### src/rtl/bounce_pattern_decoder.sv
// bounce_pattern_decoder
// Monitors a bouncing one-hot pattern (a single '1' sweeping MSB->LSB->MSB).
// It recovers the position and direction of the '1', counts completed periods
// and flags samples that break the legal sequence.
// Optional feature: define TC_CHECK_EN to check the generator's terminal-count
// pulse against the recovered position (error code 11).

module bounce_pattern_decoder #(
    parameter int N             = 8,
    parameter int POS_WIDTH     = 3,
    parameter int COUNTER_WIDTH = 8
) (
    input  logic                     clk,
    input  logic                     rst,
    input  logic [N-1:0]             q_in,
    input  logic                     tc_in,
    output logic [POS_WIDTH-1:0]     pos,
    output logic                     dir,
    output logic                     locked,
    output logic                     bounce_lsb,
    output logic                     bounce_msb,
    output logic [COUNTER_WIDTH-1:0] period_count,
    output logic                     err,
    output logic [1:0]               err_code,
    output logic [COUNTER_WIDTH-1:0] err_count
);

    localparam logic [1:0] SEARCH = 2'd0;
    localparam logic [1:0] ACQ    = 2'd1;
    localparam logic [1:0] LOCKED = 2'd2;

    localparam logic [POS_WIDTH-1:0] LAST = POS_WIDTH'(N - 1);
    localparam logic [POS_WIDTH-1:0] ONE  = POS_WIDTH'(1);
    localparam logic [POS_WIDTH:0]   ONEX = (POS_WIDTH + 1)'(1);

    logic [1:0]           state;
    logic                 isOneHot;
    logic [POS_WIDTH-1:0] idx;
    logic [POS_WIDTH-1:0] pred;
    logic                 isAdjacent;
    logic                 isHold;
    logic                 isAdvance;
    logic                 tcBad;

    // Decode the sample: one-hot test, index of the set bit, and the position the
    // sweep must move to next given the current position and direction.
    always_comb begin
        isOneHot = (q_in != '0) && ((q_in & (q_in - 1'b1)) == '0);
        idx      = '0;
        for (int i = 0; i < N; i++) begin
            if (q_in[i]) begin
                idx = POS_WIDTH'(i);
            end
        end
        if (dir) begin
            pred = (pos == '0) ? ONE : pos - ONE;
        end else begin
            pred = (pos == LAST) ? LAST - ONE : pos + ONE;
        end
        // Widened by one bit so pos+1 cannot wrap to 0 at the top index.
        isAdjacent = ({1'b0, idx} == {1'b0, pos} + ONEX) ||
                     ({1'b0, pos} == {1'b0, idx} + ONEX);
        isHold     = isOneHot && (idx == pos);
        isAdvance  = isOneHot && (idx == pred);
`ifdef TC_CHECK_EN
        // TC must be high exactly on the advance landing on index 0, low otherwise.
        if (isAdvance) begin
            tcBad = (tc_in != (pred == '0));
        end else if (isHold) begin
            tcBad = tc_in;
        end else begin
            tcBad = 1'b0;
        end
`else
        tcBad = 1'b0;
`endif
    end

`ifndef TC_CHECK_EN
    logic unused_tc;
    assign unused_tc = tc_in;
`endif

    // Sequence tracker: acquires the sweep, follows it while locked and records
    // events, errors and counters; pulses default low each cycle.
    always_ff @(posedge clk) begin
        if (rst) begin
            state        <= SEARCH;
            pos          <= '0;
            dir          <= 1'b0;
            locked       <= 1'b0;
            bounce_lsb   <= 1'b0;
            bounce_msb   <= 1'b0;
            period_count <= '0;
            err          <= 1'b0;
            err_code     <= 2'b00;
            err_count    <= '0;
        end else begin
            bounce_lsb <= 1'b0;
            bounce_msb <= 1'b0;
            err        <= 1'b0;
            case (state)
                SEARCH: begin
                    if (isOneHot) begin
                        pos   <= idx;
                        state <= ACQ;
                    end
                end
                ACQ: begin
                    if (!isOneHot) begin
                        state <= SEARCH;
                    end else if (idx != pos) begin
                        pos <= idx;
                        if (isAdjacent) begin
                            dir    <= (idx < pos);
                            state  <= LOCKED;
                            locked <= 1'b1;
                        end
                    end
                end
                LOCKED: begin
                    if (isHold && !tcBad) begin
                        state <= LOCKED;
                    end else if (isAdvance && !tcBad) begin
                        pos <= pred;
                        dir <= (pred < pos);
                        if (pred == '0) begin
                            bounce_lsb   <= 1'b1;
                            period_count <= period_count + 1'b1;
                        end
                        if (pred == LAST) begin
                            bounce_msb <= 1'b1;
                        end
                    end else begin
                        err    <= 1'b1;
                        locked <= 1'b0;
                        if (err_count != '1) begin
                            err_count <= err_count + 1'b1;
                        end
                        if (!isOneHot) begin
                            err_code <= 2'b01;
                            state    <= SEARCH;
                        end else begin
                            err_code <= (isHold || isAdvance) ? 2'b11 : 2'b10;
                            pos      <= idx;
                            state    <= ACQ;
                        end
                    end
                end
                default: begin
                    state  <= SEARCH;
                    locked <= 1'b0;
                end
            endcase
        end
    end

endmodule
### config.mk
export PLATFORM = sky130hd
export DESIGN_NAME = bounce_pattern_decoder
export DESIGN_NICKNAME = d
export VERILOG_FILES = /design/src/rtl/bounce_pattern_decoder.sv
export SDC_FILE = /design/constraint.sdc
export NUM_CORES = 1
export LEC_CHECK = 0
export ABC_AREA = 1
export CORE_UTILIZATION = 32
export CTS_BUF_LIST = sky130_fd_sc_hd__clkbuf_4 sky130_fd_sc_hd__clkbuf_8
export CTS_CLUSTER_DIAMETER = 80
export DETAILED_ROUTE_END_ITERATION = 10
export REMOVE_ABC_BUFFERS = 1
export SETUP_SLACK_MARGIN = 0.15
export SLEW_MARGIN = 20
export SYNTH_ARGS = -nofsm -noshare
export SYNTH_HDL_FRONTEND = slang
export SYNTH_SLANG_ARGS = --single-unit
### constraint.sdc
create_clock -name clk -period 5.8 [get_ports clk]
set_input_delay 0.58 -clock clk [delete_from_list [all_inputs] [get_ports clk]]
set_output_delay 0.58 -clock clk [all_outputs]
set_load 0.05 [all_outputs]
### Word-level counts from Yosys, hierarchy flattened

Cells that the tools add are included.

* $add $sub $neg: 7
* magnitude comparators: 2
* equal/unequal tests: 20
* bitwise operators: 5
* multiplexer cells: 41
* reduce and logical (&&, ||, !) cells: 21

Operators by type and width (number)
* two-way mux 3 bit: 12
* two-way mux 2 bit: 9
* adder 8 x 1 -> 8 bit, second input constant: 2
* two-way mux 1 bit: 16
* AND reduction 4 bit: 4
* inequality test 2 bit, second input constant: 7
* AND reduction 6 bit: 2
* inequality test 3 bit, second input constant: 3
* case mux 3 bit (3 select lines): 1
* adder 3 x 1 -> 4 bit, second input constant: 2
* AND 8 bit: 1
* equality test 3 x 4 -> 1 bit: 2
* logical NOT 8 bit: 1
* inequality test 8 bit, second input constant: 1
* nonzero test 8 bit: 1
* subtractor 8 x 1 -> 8 bit, second input constant: 1
* equality test 3 bit: 2
* equality test 3 bit, second input constant: 2
* logical NOT 3 bit: 2
* less-than comparator 3 bit: 2
* case mux 2 bit (3 select lines): 1
* inverter 1 bit: 4
* OR reduction 4 bit: 1
* adder 3 x 1 -> 3 bit, second input constant: 1
* 13 further kinds: 16

* output and inout port bits: 26
* bits in registers: 28
* input port bits: 11
* logic and storage cells: 106

### Logic depth before layout (Yosys ltp)

* depth after elaboration: 14
* depth in mapped cells: 20
* depth with buffers taken out: 20

### Worst setup path before layout

OpenSTA, ideal clock, no wires.

* path type: register to register
* start point: reg pos[0]
* end point: reg period_count[4]
* data required time: 5.668 ns
* buffers on the path: 0
* arrival: 2.424 ns
* path slack: 3.244 ns
* library setup time: 0.132 ns
* stages on the path, launching flop included: 16
* period minus slack after synthesis: 2.556 ns
* path through: dfxtp_1 inv_1 ha_1 inv_1 ha_1 nand2_1 o21ai_2 nand2_1 nand2_1 nand3_2 inv_1 nand3_4 clkinv_2 nand3_1 nand2_1 a21oi_1

* cells in the longest elaborated chain, start to end: 6
* elaborated cells between the ends (all ways): 14
* those cells by class: add/sub: 2; eq/ne: 3; mux: 3; bitwise: 1; reduce/logical: 5

RTL lines
* start, declared: line 17 `output logic [POS_WIDTH-1:0] pos,`
* start signal, assigned: line 105 `pos <= idx;`
* start signal, assigned: line 113 `pos <= idx;`
* start signal, assigned: line 125 `pos <= pred;`
* adder 3 x 1 -> 3 bit, or another cell as far along: line 58 `pred = (pos == LAST) ? LAST - ONE : pos + ONE;`
* two-way mux 3 bit, on equally long branches: line 58, 56
* two-way mux 3 bit: line 55 `if (dir) begin`
* equality test 3 bit: line 64 `isAdvance = isOneHot && (idx == pred);`
* logical AND 1 bit: line 64
* AND reduction 4 bit (no source line) *
* end signal, assigned: line 129 `period_count <= period_count + 1'b1;`
* end, declared: line 22 `output logic [COUNTER_WIDTH-1:0] period_count,`

Mark *: on every way between the ends. The rest lies on a longest branch, timed or not.
A chain may end at the register's enable or synchronous reset.

### Final worst setup path

* start point: in q_in[1]
* end point: reg state[1]

* cells in the longest elaborated chain, start to end: 12
* elaborated cells between the ends (all ways): 29
* those cells by class: add/sub: 2; eq/ne: 9; mux: 10; bitwise: 1; reduce/logical: 7

RTL lines
* start, declared: line 15 `input logic [N-1:0] q_in,`
* two-way mux 1 bit: line 51 `if (q_in[i]) begin`
* two-way mux 2 bit (2 in a row): line 51
* two-way mux 3 bit (4 in a row): line 51
* adder 3 x 1 -> 4 bit: line 62 `({1'b0, pos} == {1'b0, idx} + ONEX);`
* equality test 3 x 4 -> 1 bit: line 62
* logical OR 1 bit: line 61 `isAdjacent = ({1'b0, idx} == {1'b0, pos} + ONEX) ||`
* inequality test 3 bit (no source line)
* AND reduction 4 bit (no source line)
* end signal, assigned: line 88 `state <= SEARCH;`
* end signal, assigned: line 106 `state <= ACQ;`
* end signal, assigned: line 111 `state <= SEARCH;`
* end, declared: line 36 `logic [1:0] state;`

Several ways; a longest one is shown, not always the timed one.

==> Flow_metrics.wiki <==
{| class="wikitable"
! Metric !! Value
|-
| Share of the clock period used by the worst path || between 40% and 50%
|-
| Post-Synthesis Cells || roughly 340
|-
| Post-layout min period || 2800 ps
|-
| Least-Margin Pin Slew || approximately 900 ps
|-
| Post-CTS setup repair buffer count || 0
|-
| Fraction of layout cells with a size suffix above 1 || approximately 7.4%
|-
| Slew margin rel. || about two fifths
|-
| Worst min-delay path startpoint || err_code[0]
|-
| GPL Wtd Cong || ~0.82
|-
| TritonCTS clock tree || yes
|-
| Maximum number of pins on one net before global-route repair || 23
|-
| Root buffer selected by CTS || clkbuf_8
|-
| Unique masters post-synth || 30
|-
| Outcome || finished clean
|-
| Number of hold buffers added after cts || 0
|-
| Number of synthesized register bits || 28
|-
| Number of routed nets with antenna violations || 0
|-
| Final setup violation count || 0
|-
| Power Dens Cells || ~350 nW/µm²
|-
| Setup slack of the most critical reg-to-reg path || approximately 3200 ps
|-
| Total DRC errors in the routed layout || 0
|-
| H-tree Lvls || 1
|-
| Std-Cell Core Area || just under 7000 µm²
|-
| Antenna violations before repair || 0
|-
| # IOs || 37
|-
| Crit Path Class || input port to flip-flop
|-
| Floorplan row count || 30
|-
| Width of the chip || 85.33 µm
|-
| Clock share of power || a little over a tenth
|-
| Count of input and output buffers || 35
|-
| Worst setup startpoint || q_in[1]
|-
| Yosys warning total || 0
|-
| Reg clk slew, reported paths || ~90 ps
|-
| Fin. max-slew vios || 0
|-
| CP dominant cell by count || nand2_1
|-
| Final Hold Violating Endpoints || 0
|-
| CP Launch Type || input port
|-
| First-pass GRT wire length || slightly below 9000 µm
|-
| Aggregate global-route resource usage || between 10% and 20%
|-
| Unrepaired setup endpoints after global routing || no
|-
| Per-cell routed wire length || ~11 µm
|-
| Via/cell ratio || approximately 4.8
|-
| Required time at the endpoint of the critical path || just under 6000 ps
|-
| Highest attainable clock frequency || between 0.3 and 0.4 GHz
|-
| Via count of the first global-routing pass || around 2000
|-
| Startpoint of the lowest-slack register-to-register path || pos[0]
|-
| Hold_ws || between 400 and 500 ps
|-
| Largest fanout on the critical path || 5
|-
| Per-instance average area after synthesis || around 6.5 µm²
|-
| Iteration-0 DRC Markers || ~120
|-
| Largest incremental delay on the critical path || 540 ps
|-
| Post-detailed-routing wire length || approximately 5100 µm
|-
| Total via count after detailed routing || roughly 2200
|-
| Net switching power of the design || ~0.00048 W
|-
| Part of the total power dissipated in sequential elements || 27.7%
|-
| Area overhead of the layout relative to synthesis || 21.28%
|-
| P_int || around 0.00047 W
|-
| Setup Skew || approximately 4.3 ps
|-
| PostCTS Resize Cnt || 0
|-
| Data arrival at the endpoint of the critical path || 2930 ps
|-
| Worst supply voltage drop on vdd || approximately 0.12 mV
|-
| Total iterations of the first detailed-routing run || 4
|-
| Slowest cell on the critical path || clkdlybuf4s50_1
|-
| Switching power as a share of total power || 50.26%
|-
| Count of inserted antenna diode cells || 0
|-
| Combinational share of power || around three fifths
|-
| Die outline height || roughly 85 µm
|-
| Net count reported at finish || 406
|-
| Clock net sink count || 28
|-
| Total negative slack for setup checks || 0 ps
|-
| Number of violations of the max-capacitance limit || 0
|-
| Sequential area share after synthesis || approximately a quarter
|-
| Max Buffers Root-to-Sink || 2
|-
| Final global-route overflow total || 0
|-
| Leakage || ~1.2 nW
|-
| Overall die area || around 7300 µm²
|-
| Clock insertion delay at the later pin of the skew report || about 270 ps
|-
| Total CTS buffers || 3
|-
| Effective utilization at floorplan || approximately a third
|-
| Detailed placement HPWL || between 3000 and 4000 µm
|-
| Critical path capture point type || flip-flop
|-
| Post-synthesis instance area || around 2200 µm²
|-
| Hold WC Path Type || flip-flop to flip-flop
|-
| Critical path, cell by cell || clkdlybuf4s50_1 > nand2_1 > nand2_1 > nand2_1 > nand2_1 > nand2_1 > ha_1 > inv_1 > nor3_2 > or2_2 > nor2_2 > nand2_1 > nand3_1 > o21ai_0 > nor2_1
|}
synth_stat cells, drive strengths merged:
cell | instances | area share (%)
nand2 | 105 | 20
nor2 | 44 | 9.1
inv | 37 | 6.4
nand3 | 32 | 8.4
dfxtp | 28 | 25
a21oi | 22 | 5.0
ha | 17 | 9.6
o21ai | 16 | 3.9
nand4 | 11 | 3.1
xor2 | 10 | 3.9
nor3 | 7 | 1.8
xnor2 | 4 | 1.6
clkbuf | 3 | 0.51
nand3b | 2 | 0.68
a211o | 1 | 0.39
buf | 1 | 0.34
clkinv | 1 | 0.23
or2 | 1 | 0.28
layout by cell type (no fill, tap or decap), drive strengths merged:
cell / Yosys / final
a211o: 1 / 1
a21oi: 22 / 22
clkbuf: 3 / 3
clkdlybuf4s50: 0 / 35
clkinv: 1 / 1
dfxtp: 28 / 28
ha: 17 / 17
inv: 37 / 37
nand2: 105 / 105
nand3: 32 / 32
nand3b: 2 / 2
nand4: 11 / 11
nor2: 44 / 44
nor3: 7 / 7
o21ai: 16 / 16
or2: 1 / 1
xnor2: 4 / 4
xor2: 10 / 10
power groups by stage:
stage,combinational (W),sequential (W),clock [W]
2_1_floorplan,0.000381,0.000325,0
5_1_grt,0.000664,0.000268,0.000114
4_1_cts,0.000584,0.000263,0.000110
3_3_place_gp,0.000574,0.000268,0
3_5_place_dp,0.000581,0.000267,0
6_report,0.000584,0.000263,0.000103
final cells by class:
cell class | count | area (µm²)
timing repair buffer | 35 | 350.3
tap | 80 | 100.1
inverter | 38 | 146.4
clock buffer | 3 | 41.29
fill | 738 | 4061
sequential | 28 | 560.5
multi-input combinational | 272 | 1496
kinds of logic (layout without fill, tap and decap cells):
logic type	after synthesis	after routing	synth area share (%)
compound gates	39	39	9.291
xor+xnor	14	14	5.518
fa+ha+maj	17	17	9.572
buf+inv	42	76	7.433
flops	28	28	25.23
simple gates	202	202	42.96
metal layers:
| metal | up-vias | GRT usage, % | share of wire, % |
|---|---|---|---|
| li1 | 1174 | - | - |
| met1 | 981 | 20.02 | 51 |
| met2 | 30 | 24.63 | 47 |
| met3 | 4 | 1.848 | 2.5 |
| met4 | 0 | 2.424 | 0.45 |
| met5 | - | 0 | 0 |
worst max-delay path, delay by kind of cell:
kind / cells / cell delay [ps]
simple gates: 11 / 1270
fa+ha+maj: 1 / 310
buf+inv: 2 / 610
compound gates: 1 / 200
through the flow:
| stage | area [µm²] | std cells | util, % | setup WS [ps] | total power (W) |
|---|---|---|---|---|---|
| finish | 2695 | 456 | 39.89 | 3000 | 0.0009494 |
| global route | 2695 | 456 | 39.89 | 2743 | 0.001047 |
| CTS | 2695 | 456 | 39.89 | 2987 | 0.0009564 |
| global placement | 2654 | 453 | 39.28 | 2684 | 0.0008415 |
| floorplan | 2203 | 338 | - | 3257 | 0.0007063 |
| detailed placement | 2654 | 453 | 39.28 | 2706 | 0.0008481 |
registers in the layout, summed over array words and instances (netlist names):
name          cells
err               1
period_count      8
err_code          2
state             2
err_count         8
dir               1
locked            1
pos               3
bounce_msb        1
bounce_lsb        1
final timing paths:
check | end | cells after the start
worst min register to register | err_code[0] | 2
worst min-delay path | err_code[0] | 2
worst max register to register | period_count[7] | 15
worst max-delay path | state[1] | 15
Power figures use the tool's default switching activity.
